===== config.mk =====
export PLATFORM = sky130hd
export DESIGN_NAME = ternary_fetch_unit
export DESIGN_NICKNAME = d
export VERILOG_FILES = /design/src/rtl/ternary_fetch_unit.sv
export SDC_FILE = /design/constraint.sdc
export NUM_CORES = 1
export LEC_CHECK = 0
export BUFFER_PORTS_ARGS = -buffer_cell sky130_fd_sc_hd__buf_2
export CAP_MARGIN = 20
export CORE_MARGIN = 5
export CORE_UTILIZATION = 40
export DETAILED_ROUTE_END_ITERATION = 12
export PLACE_DENSITY = 0.73
export SLEW_MARGIN = 20
export SYNTH_ARGS = -nofsm -noshare
export SYNTH_HDL_FRONTEND = slang
export SYNTH_SLANG_ARGS = --single-unit

===== constraint.sdc =====
create_clock -name clock -period 5.6 [get_ports clock]
set_clock_uncertainty 0.15 [all_clocks]
set_input_delay 1.12 -clock clock [delete_from_list [all_inputs] [get_ports clock]]
set_output_delay 1.12 -clock clock [all_outputs]
set_load 0.01 [all_outputs]

===== src/rtl/ternary_fetch_unit.sv =====
// ternary_fetch_unit
// Instruction fetch sequencer for the ternary core. It samples the program
// counter, issues one read at a time to instruction memory, and offers the
// returned word to the decoder on a valid/ready handshake. Each accepted word
// pulses pc_update for one cycle so the program counter adds pc_step (ternary +1).
// If a returned word contains the unassigned trit code, the unit stops in a
// sticky error state. Only flush or reset leaves that state.
//
// Trit encoding (2 bits per trit): 00 = zero, 01 = one, 10 = minus one,
// 11 = unassigned (invalid).
//
// Ports:
//   clock         in   clock; all state changes on posedge
//   reset_n       in   asynchronous active-low reset
//   fetch_enable  in   permits leaving IDLE to start a new fetch
//   flush         in   discards the buffered or in-flight instruction
//   pc            in   current program counter (2*MEM_ADDR_SIZE bits)
//   pc_update     out  one-cycle update-enable pulse to the program counter
//   pc_step       out  constant ternary +1 (2*WORD_SIZE bits)
//   mem_req       out  read request, held until mem_ready
//   mem_addr      out  read address, stable while mem_req=1
//   mem_ready     in   memory returns mem_rdata this cycle
//   mem_rdata     in   returned instruction word
//   instr_valid   out  instr/instr_addr hold a deliverable instruction
//   instr_ready   in   decoder accepts the instruction
//   instr         out  fetched instruction
//   instr_addr    out  address the instruction was fetched from
//   fetch_error   out  sticky invalid-trit indication
module ternary_fetch_unit #(
  parameter int unsigned WORD_SIZE     = 9,
  parameter int unsigned MEM_ADDR_SIZE = 6
) (
  input  logic                       clock,
  input  logic                       reset_n,
  input  logic                       fetch_enable,
  input  logic                       flush,
  input  logic [2*MEM_ADDR_SIZE-1:0] pc,
  output logic                       pc_update,
  output logic [2*WORD_SIZE-1:0]     pc_step,
  output logic                       mem_req,
  output logic [2*MEM_ADDR_SIZE-1:0] mem_addr,
  input  logic                       mem_ready,
  input  logic [2*WORD_SIZE-1:0]     mem_rdata,
  output logic                       instr_valid,
  input  logic                       instr_ready,
  output logic [2*WORD_SIZE-1:0]     instr,
  output logic [2*MEM_ADDR_SIZE-1:0] instr_addr,
  output logic                       fetch_error
);

  localparam logic [1:0] TRIT_ZERO = 2'b00;
  localparam logic [1:0] TRIT_ONE  = 2'b01;
  localparam logic [1:0] TRIT_BAD  = 2'b11;

  localparam logic [2*WORD_SIZE-1:0]     ZERO_WORD = {WORD_SIZE{TRIT_ZERO}};
  localparam logic [2*MEM_ADDR_SIZE-1:0] ZERO_ADDR = {MEM_ADDR_SIZE{TRIT_ZERO}};

  typedef enum logic [1:0] {
    IDLE  = 2'd0,
    REQ   = 2'd1,
    HOLD  = 2'd2,
    ERROR = 2'd3
  } state_e;

  state_e                       state_q;
  logic                         mem_req_q;
  logic [2*MEM_ADDR_SIZE-1:0]   mem_addr_q;
  logic [2*WORD_SIZE-1:0]       instr_q;
  logic [2*MEM_ADDR_SIZE-1:0]   instr_addr_q;
  logic                         instr_valid_q;
  logic                         pc_update_q;
  logic                         fetch_error_q;
  logic                         drop_q;
  logic                         rdata_bad;

  // Any trit carrying the unassigned code marks the whole word as faulty.
  always_comb begin
    rdata_bad = 1'b0;
    for (int unsigned i = 0; i < WORD_SIZE; i++) begin
      if (mem_rdata[2*i +: 2] == TRIT_BAD) rdata_bad = 1'b1;
    end
  end

  always_ff @(posedge clock or negedge reset_n) begin
    if (!reset_n) begin
      state_q       <= IDLE;
      mem_req_q     <= 1'b0;
      mem_addr_q    <= ZERO_ADDR;
      instr_q       <= ZERO_WORD;
      instr_addr_q  <= ZERO_ADDR;
      instr_valid_q <= 1'b0;
      pc_update_q   <= 1'b0;
      fetch_error_q <= 1'b0;
      drop_q        <= 1'b0;
    end else begin
      // pc_update is a single-cycle pulse; only the REQ->HOLD transition raises it.
      pc_update_q <= 1'b0;
      unique case (state_q)
        IDLE: begin
          if (fetch_enable && !flush) begin
            mem_addr_q <= pc;
            mem_req_q  <= 1'b1;
            state_q    <= REQ;
          end
        end
        REQ: begin
          // The request stays up until memory answers, even after a flush.
          // In that case the answer is remembered as stale and dropped.
          if (mem_ready) begin
            mem_req_q <= 1'b0;
            if (drop_q || flush) begin
              drop_q  <= 1'b0;
              state_q <= IDLE;
            end else if (rdata_bad) begin
              fetch_error_q <= 1'b1;
              state_q       <= ERROR;
            end else begin
              instr_q       <= mem_rdata;
              instr_addr_q  <= mem_addr_q;
              instr_valid_q <= 1'b1;
              pc_update_q   <= 1'b1;
              state_q       <= HOLD;
            end
          end else if (flush) begin
            drop_q <= 1'b1;
          end
        end
        HOLD: begin
          // flush and instr_ready both return the unit to IDLE. flush takes
          // priority, so when both are high the instruction is not delivered.
          if (flush || instr_ready) begin
            instr_valid_q <= 1'b0;
            state_q       <= IDLE;
          end
        end
        ERROR: begin
          if (flush) begin
            fetch_error_q <= 1'b0;
            state_q       <= IDLE;
          end
        end
        default: state_q <= IDLE;
      endcase
    end
  end

  assign pc_step     = {{(WORD_SIZE-1){TRIT_ZERO}}, TRIT_ONE};
  assign pc_update   = pc_update_q;
  assign mem_req     = mem_req_q;
  assign mem_addr    = mem_addr_q;
  assign instr_valid = instr_valid_q;
  assign instr       = instr_q;
  assign instr_addr  = instr_addr_q;
  assign fetch_error = fetch_error_q;

endmodule


==> qor.csv, run 1 <==
stage,metric,value,unit
outcome,run status,"finished, final reports clean",
global_route,first-pass GRT wire length,6220,um
timing,worst rel slew slack,37.3,%
pwr,Static Leak,0.00140,uW
clock_tree,Num Clock Sinks,49,
synthesis,"Cell Area, Synth",0.00207,mm2
clock_tree,Longest Clk Path Bufs,2,
finish,Multi-input gate area,732,um2
routing,WL final,4120,um
routing,first drt pass iteration count,4,
synthesis,Synth Area per Inst,14.5,um2
place,RD Place Congestion,0.734,
routing,Remaining DRCs,0,
finish,final core utilization,50.4,%
die,initial core utilization,40.8,%
timing,FMAX,0.334,GHz
clock_tree,"Reg clk slew, reported paths",0.08,ns
clock_tree,CTS Hold Buffers Added,0,
pwr,Psw,317,uW
die,Rows,26,
pwr,power density cells,402,mW/mm2
finish,Final #Nets,262,
timing,RSZ-0062 raised after global routing,false,
clock_tree,Post-CTS Setup Inserts,0,
die,Die Wd,82.0,um
synthesis,#FFs+latches synth,49,
die,die area,0.00672,mm2
timing,Tmin final,2.99,ns
routing,DRT antenna net count,0,
routing,vias,1321,
global_route,GRT Overall Usage,12.3,%
job,max_cap viols,0,
clock_tree,clock root cell,clkbuf_8,
synthesis,Synth area leader,dfrtp_1,
worst_setup_path,worst endpoint data arrival time,3.02,ns
finish,layout cells sized above 1,58.0,%
synthesis,"Seq/Total Area, Yosys",59.2,%
finish,Antenna Diode Count,0,
global_route,initial antenna violation count,0,
global_route,largest net degree at the start of global routing,50,
synthesis,Synth top area share,59.2,%
synthesis,Post-synth EDFFs,0,
global_route,number of global-route vias before repair,1281,
place,PortBufs,81,
routing,DR WL/cell,13.9,um
routing,drt via density,4.46,
clock_tree,PostCTS Resize Cnt,0,
clock_tree,CTS tree,built,
timing,Tcrit/Tclk final,53.5,%
synthesis,top post-synthesis cells by area,"dfrtp_1 59%, mux2_2 21%, buf_4 6.5%",
synthesis,Synth async-reset ratio,100,%
clock_tree,cts bufs inserted,5,
die,CORE AREA,0.00507,mm2
timing,Worst-Margin Slew,0.937,ns
die,I/O pin total,100,
pwr,power share of the clock group,20.1,%
global_route,GR Overflow Total,0,
synthesis,Main synth FF type,dfrtp_1,
routing,Iter 0 DRT Violations,53,
worst_setup_path,CP Capture Type,flop,
worst_setup_path,Required @ worst endpoint,5.63,ns
clock_tree,Worst-Skew Late Latency,0.29,ns
hold_path,worst hold-check path type,flop to flop,
worst_setup_path,worst-path maximum fanout,20,
die,Die Height,82.0,um
worst_setup_path,Worst Setup Path Type,input port to flop,
pwr,Logic pwr share,29.2,%
synthesis,Mapped Cells,143,
finish,fill count,495,
timing,Final Hold Viols,0,
synthesis,synth warn,0,
pwr,part of the power in registers,50.8,%
finish,Area Growth Syn to Fin,23.6,%
pwr,peak supply drop,0.201,mV
place,DP Wirelength,3100,um
timing,Min Hold Slack,0.332,ns
timing,Fin Setup TNS,0,ns
finish,Storage cell area,0.00123,mm2
pwr,Internal,711,uW
synthesis,Synth cell types,24,
pwr,Net Sw Frac,30.9,%
timing,Max Slew Vio Count,0,
worst_setup_path,CP Launch Type,input port,
clock_tree,htree depth,2,
timing,# setup viols final,0,
-- kinds of logic after synthesis --
group                  Yosys count  synth area share [%]
other                            2                 0.363
AOI/OAI and AO/OA               12                  3.87
muxes                           43                  23.3
DFF                             49                  59.2
buffers and inverters           24                  8.76
and+or+nand+nor                 13                  4.47
-- state kept, by name, indices dropped and copies added, names as in the netlist --
name and cells:
instr 18, instr_addr 12, mem_addr 12, state_q 2, drop_q 1, fetch_error 1
instr_valid 1, mem_req 1, pc_update 1
-- cells in the mapped netlist, types with 2 or more instances --
library cell / instances
buf_4: 18
nand3_1: 2
dfrtp_1: 49
mux2_1: 3
conb_1: 2
nand2_1: 4
mux2_2: 39
a21oi_1: 4
inv_1: 2
a22oi_1: 3
o21ai_0: 2
buf_6: 3
-- cell usage in the layout (no fill, tap or decap) --
master,synthesis,routed
clkbuf_8,0,6
buf_4,18,2
a222oi_1,1,1
nor2_1,1,1
nor2b_1,1,1
a21o_1,1,1
nand2_1,4,4
mux2_1,3,3
nand3_1,2,2
mux2_2,39,39
o21ai_0,2,2
nor3b_4,1,1
and3b_1,1,1
a21oi_1,4,4
a22oi_1,3,3
nor4b_4,0,1
mux2i_1,1,1
o32a_1,1,1
clkinvlp_4,0,1
conb_1,2,18
nor2b_2,1,1
buf_2,1,80
inv_1,2,2
dfrtp_1,49,49
nand2b_1,1,1
-- power by group through the flow --
stage	Combinational [uW]	Clock [uW]	Sequential [uW]
2_1_floorplan	125	0	568
3_3_place_gp	298	0	527
3_5_place_dp	306	0	531
4_1_cts	307	217	524
5_1_grt	331	231	538
6_report	300	206	522
-- routing by layer --
metal,share of wire [%],track usage [%],vias to the layer above
met2,49,20.1,57
met1,41,15.4,632
li1,-,-,630
met3,9.7,4.06,2
met5,0,0,-
met4,0.46,3.99,0
-- final timing paths --
check                                  startpoint                   endpoint  slack, ns  cells after the start
max                                  mem_rdata[0]       instr[6]$_DFFE_PN0P_       2.61                      6
min                          instr[1]$_DFFE_PN0P_       instr[1]$_DFFE_PN0P_       0.33                      1
max reg2reg                state_q[0]$_DFFE_PN0P_       instr[6]$_DFFE_PN0P_       3.06                      5
min reg2reg                  instr[1]$_DFFE_PN0P_       instr[1]$_DFFE_PN0P_       0.33                      1
max in group asynchronous                 reset_n  instr_addr[6]$_DFFE_PN0P_       4.22                      1
min in group asynchronous                 reset_n      instr[17]$_DFFE_PN0P_       0.69                      1
-- area by class of cell --
class	instances	share of cell area (%)
clock inverter	1	0.293
tap	70	3.42
sequential	49	47.9
timing repair buffer	82	16.2
multi-input combinational	86	28.6
clock buffer	6	3.23
inverter	2	0.293
-- stage by stage --
stage               total power (uW)  std cells  cell area, um2  setup WS (ns)
floorplan                        694        159            2130           2.99
global placement                 825        289            2470           2.27
detailed placement               837        289            2470           2.22
CTS                             1050        296            2560           2.55
global route                    1100        296            2560           2.46
finish                          1030        296            2560           2.61
-- critical path: stages --
cell and delay, ns:
buf_2 0.10, a222oi_1 0.32, inv_1 0.13, nor3b_4 0.57
buf_4 0.39, mux2_2 0.37
Note: power is estimated with default switching activity, not from simulation.
==> run 2, diff against run 1 <==
==> constraint.sdc (replaced) <==
create_clock -name clock -period 2.9 [get_ports clock]
set_clock_uncertainty 0.15 [all_clocks]
set_input_delay 0.58 -clock clock [delete_from_list [all_inputs] [get_ports clock]]
set_output_delay 0.58 -clock clock [all_outputs]
set_load 0.01 [all_outputs]
==> run 2 against run 1 <==
  * Sequential cell count is the same
  * Sequential share of layout area shrank 0.51 points
  * Final cell count grew 1.4%
  * Final area grew 1.1%
  * Critical path type is now flop to flop
  * Critical endpoint is now instr_addr[9]$_DFFE_PN0P_
==> qor.csv, run 2 (synthesis results as in run 1) <==
stage,metric,value,unit,change
timing,Max Slew Vio Count,0,,unchanged
routing,WL final,3950,um,-4.1%
timing,worst rel slew slack,42.5,%,+5.2 points
timing,worst setup margin,0.834,ns,-1.77 ns
worst_setup_path,worst endpoint data arrival time,2.09,ns,-0.93 ns
pwr,power density cells,767,mW/mm2,+91%
timing,Tmin final,2.07,ns,
finish,layout cells sized above 1,58.7,%,+0.73 points
clock_tree,Worst-Skew Late Latency,0.29,ns,about the same
global_route,initial antenna violation count,0,,unchanged
die,initial core utilization,40.8,%,unchanged
global_route,largest net degree at the start of global routing,40,,-20%
routing,DR WL/cell,13.2,um,-5.4%
place,PortBufs,81,,unchanged
worst_setup_path,CP Launch Type,flop,,
finish,fill count,475,,-4.0%
hold_path,worst hold-check path type,input port to async pin,,
place,DP Wirelength,3010,um,-3.0%
global_route,GR Overflow Total,0,,unchanged
die,CORE AREA,0.00507,mm2,unchanged
routing,drt via density,4.49,,+0.68%
worst_setup_path,CP Capture Type,flop,,
die,Die Height,82.0,um,unchanged
clock_tree,clock root cell,clkbuf_8,,
outcome,run status,"finished, final reports clean",,
timing,Worst-Margin Slew,0.863,ns,-0.0743 ns
clock_tree,htree depth,2,,unchanged
timing,Fin Setup TNS,0,ns,unchanged
routing,vias,1348,,+2.0%
clock_tree,Longest Clk Path Bufs,2,,unchanged
clock_tree,CTS tree,built,,
finish,Area Growth Syn to Fin,24.9,%,
finish,Antenna Diode Count,0,,unchanged
worst_setup_path,worst r2r src,state_q[0]$_DFFE_PN0P_,,
global_route,first-pass GRT wire length,6070,um,-2.4%
routing,Iter 0 DRT Violations,33,,-38%
clock_tree,Post-CTS Setup Inserts,0,,unchanged
pwr,peak supply drop,0.414,mV,+110%
finish,"most common cell after layout, fill and taps aside",buf_2,,
place,RD Place Congestion,0.715,,-2.5%
finish,max FFs per register,18,,unchanged
worst_setup_path,r2r endpoint,instr_addr[9]$_DFFE_PN0P_,,
timing,Final Hold Viols,0,,unchanged
clock_tree,cts bufs inserted,5,,unchanged
routing,DRT antenna net count,0,,unchanged
timing,# setup viols final,0,,unchanged
timing,FMAX,0.484,GHz,
worst_setup_path,Worst Setup Path Type,flop to flop,,
finish,final core utilization,51.0,%,+0.54 points
global_route,number of global-route vias before repair,1320,,+3.0%
die,Rows,26,,unchanged
clock_tree,PostCTS Resize Cnt,0,,unchanged
worst_setup_path,Required @ worst endpoint,2.93,ns,-2.70 ns
place,dpl ws,0.548,ns,-1.67 ns
routing,first drt pass iteration count,5,,+1
routing,Remaining DRCs,0,,unchanged
global_route,GRT Overall Usage,12.0,%,-0.37 points
worst_setup_path,worst-case reg-to-reg path depth,5,,unchanged
clock_tree,Num Clock Sinks,49,,unchanged
clock_tree,"Reg clk slew, reported paths",0.09,ns,about the same
clock_tree,CTS Hold Buffers Added,0,,unchanged
worst_setup_path,worst-path maximum fanout,22,,+10%
worst_setup_path,R2R Setup Slk,0.83,ns,-2.23 ns
job,max_cap viols,0,,unchanged
finish,Final #Nets,266,,+1.5%
finish,Storage cell area,0.00123,mm2,unchanged
timing,RSZ-0062 raised after global routing,false,,
pwr,Static Leak,0.00142,uW,+1.4%
die,Die Wd,82.0,um,unchanged
timing,Tcrit/Tclk final,71.2,%,
die,die area,0.00672,mm2,unchanged
die,I/O pin total,100,,unchanged
finish,Multi-input gate area,732,um2,unchanged
finish,most frequent cells in the layout,"81 x buf_2, 49 x dfrtp_1, 39 x mux2_2",,
==> run 2: layer usage <==
metal	part of all wire (%)	GRT usage (%)	vias to the layer above
met5	0	0	-
met4	0.78	3.99	0
met3	10	5.04	4
met2	48	19.6	62
met1	41	14.1	642
li1	-	-	640
==> run 2: cell type report <==
type	count	area share [%]
Clock inverter	1	0.290
Clock buffer	6	3.19
Sequential cell	49	47.4
Tap cell	70	3.39
Multi-Input combinational cell	86	28.3
Inverter	2	0.290
Timing Repair Buffer	86	17.1
==> run 2: worst max-delay path, cell delays in order, from the launching register on <==
cell	delay (ns)
dfrtp_1	0.47
nor2b_2	0.24
and3b_1	0.20
nor3b_4	0.20
buf_4	0.32
mux2_2	0.37
==> run 2: report_power, final <==
group	total, uW	switching, uW	internal, uW
Clock	400	212	189
Sequential	1000	121	882
Combinational	582	276	305
Total	1980	609	1380
==> run 2: worst max-delay path by stage <==
stage                      startpoint                         to  cells after the start
6_report       state_q[0]$_DFFE_PN0P_  instr_addr[9]$_DFFE_PN0P_                      5
5_1_grt        state_q[0]$_DFFE_PN0P_  instr_addr[6]$_DFFE_PN0P_                      5
4_1_cts        state_q[0]$_DFFE_PN0P_  instr_addr[3]$_DFFE_PN0P_                      5
3_5_place_dp             mem_rdata[0]  instr_addr[3]$_DFFE_PN0P_                      6
3_3_place_gp             mem_rdata[0]       instr[8]$_DFFE_PN0P_                      6
2_1_floorplan            mem_rdata[0]      instr[10]$_DFFE_PN0P_                      5
==> run 2: through the flow <==
step	total power, uW	cell area, um2	cells	hold WS, ns
3_5_place_dp	1610	2500	293	0.314
5_1_grt	2130	2590	300	0.315
2_1_floorplan	1340	2130	159	0.134
4_1_cts	2020	2590	300	0.265
3_3_place_gp	1590	2500	293	0.315
6_report	1980	2590	300	0.250
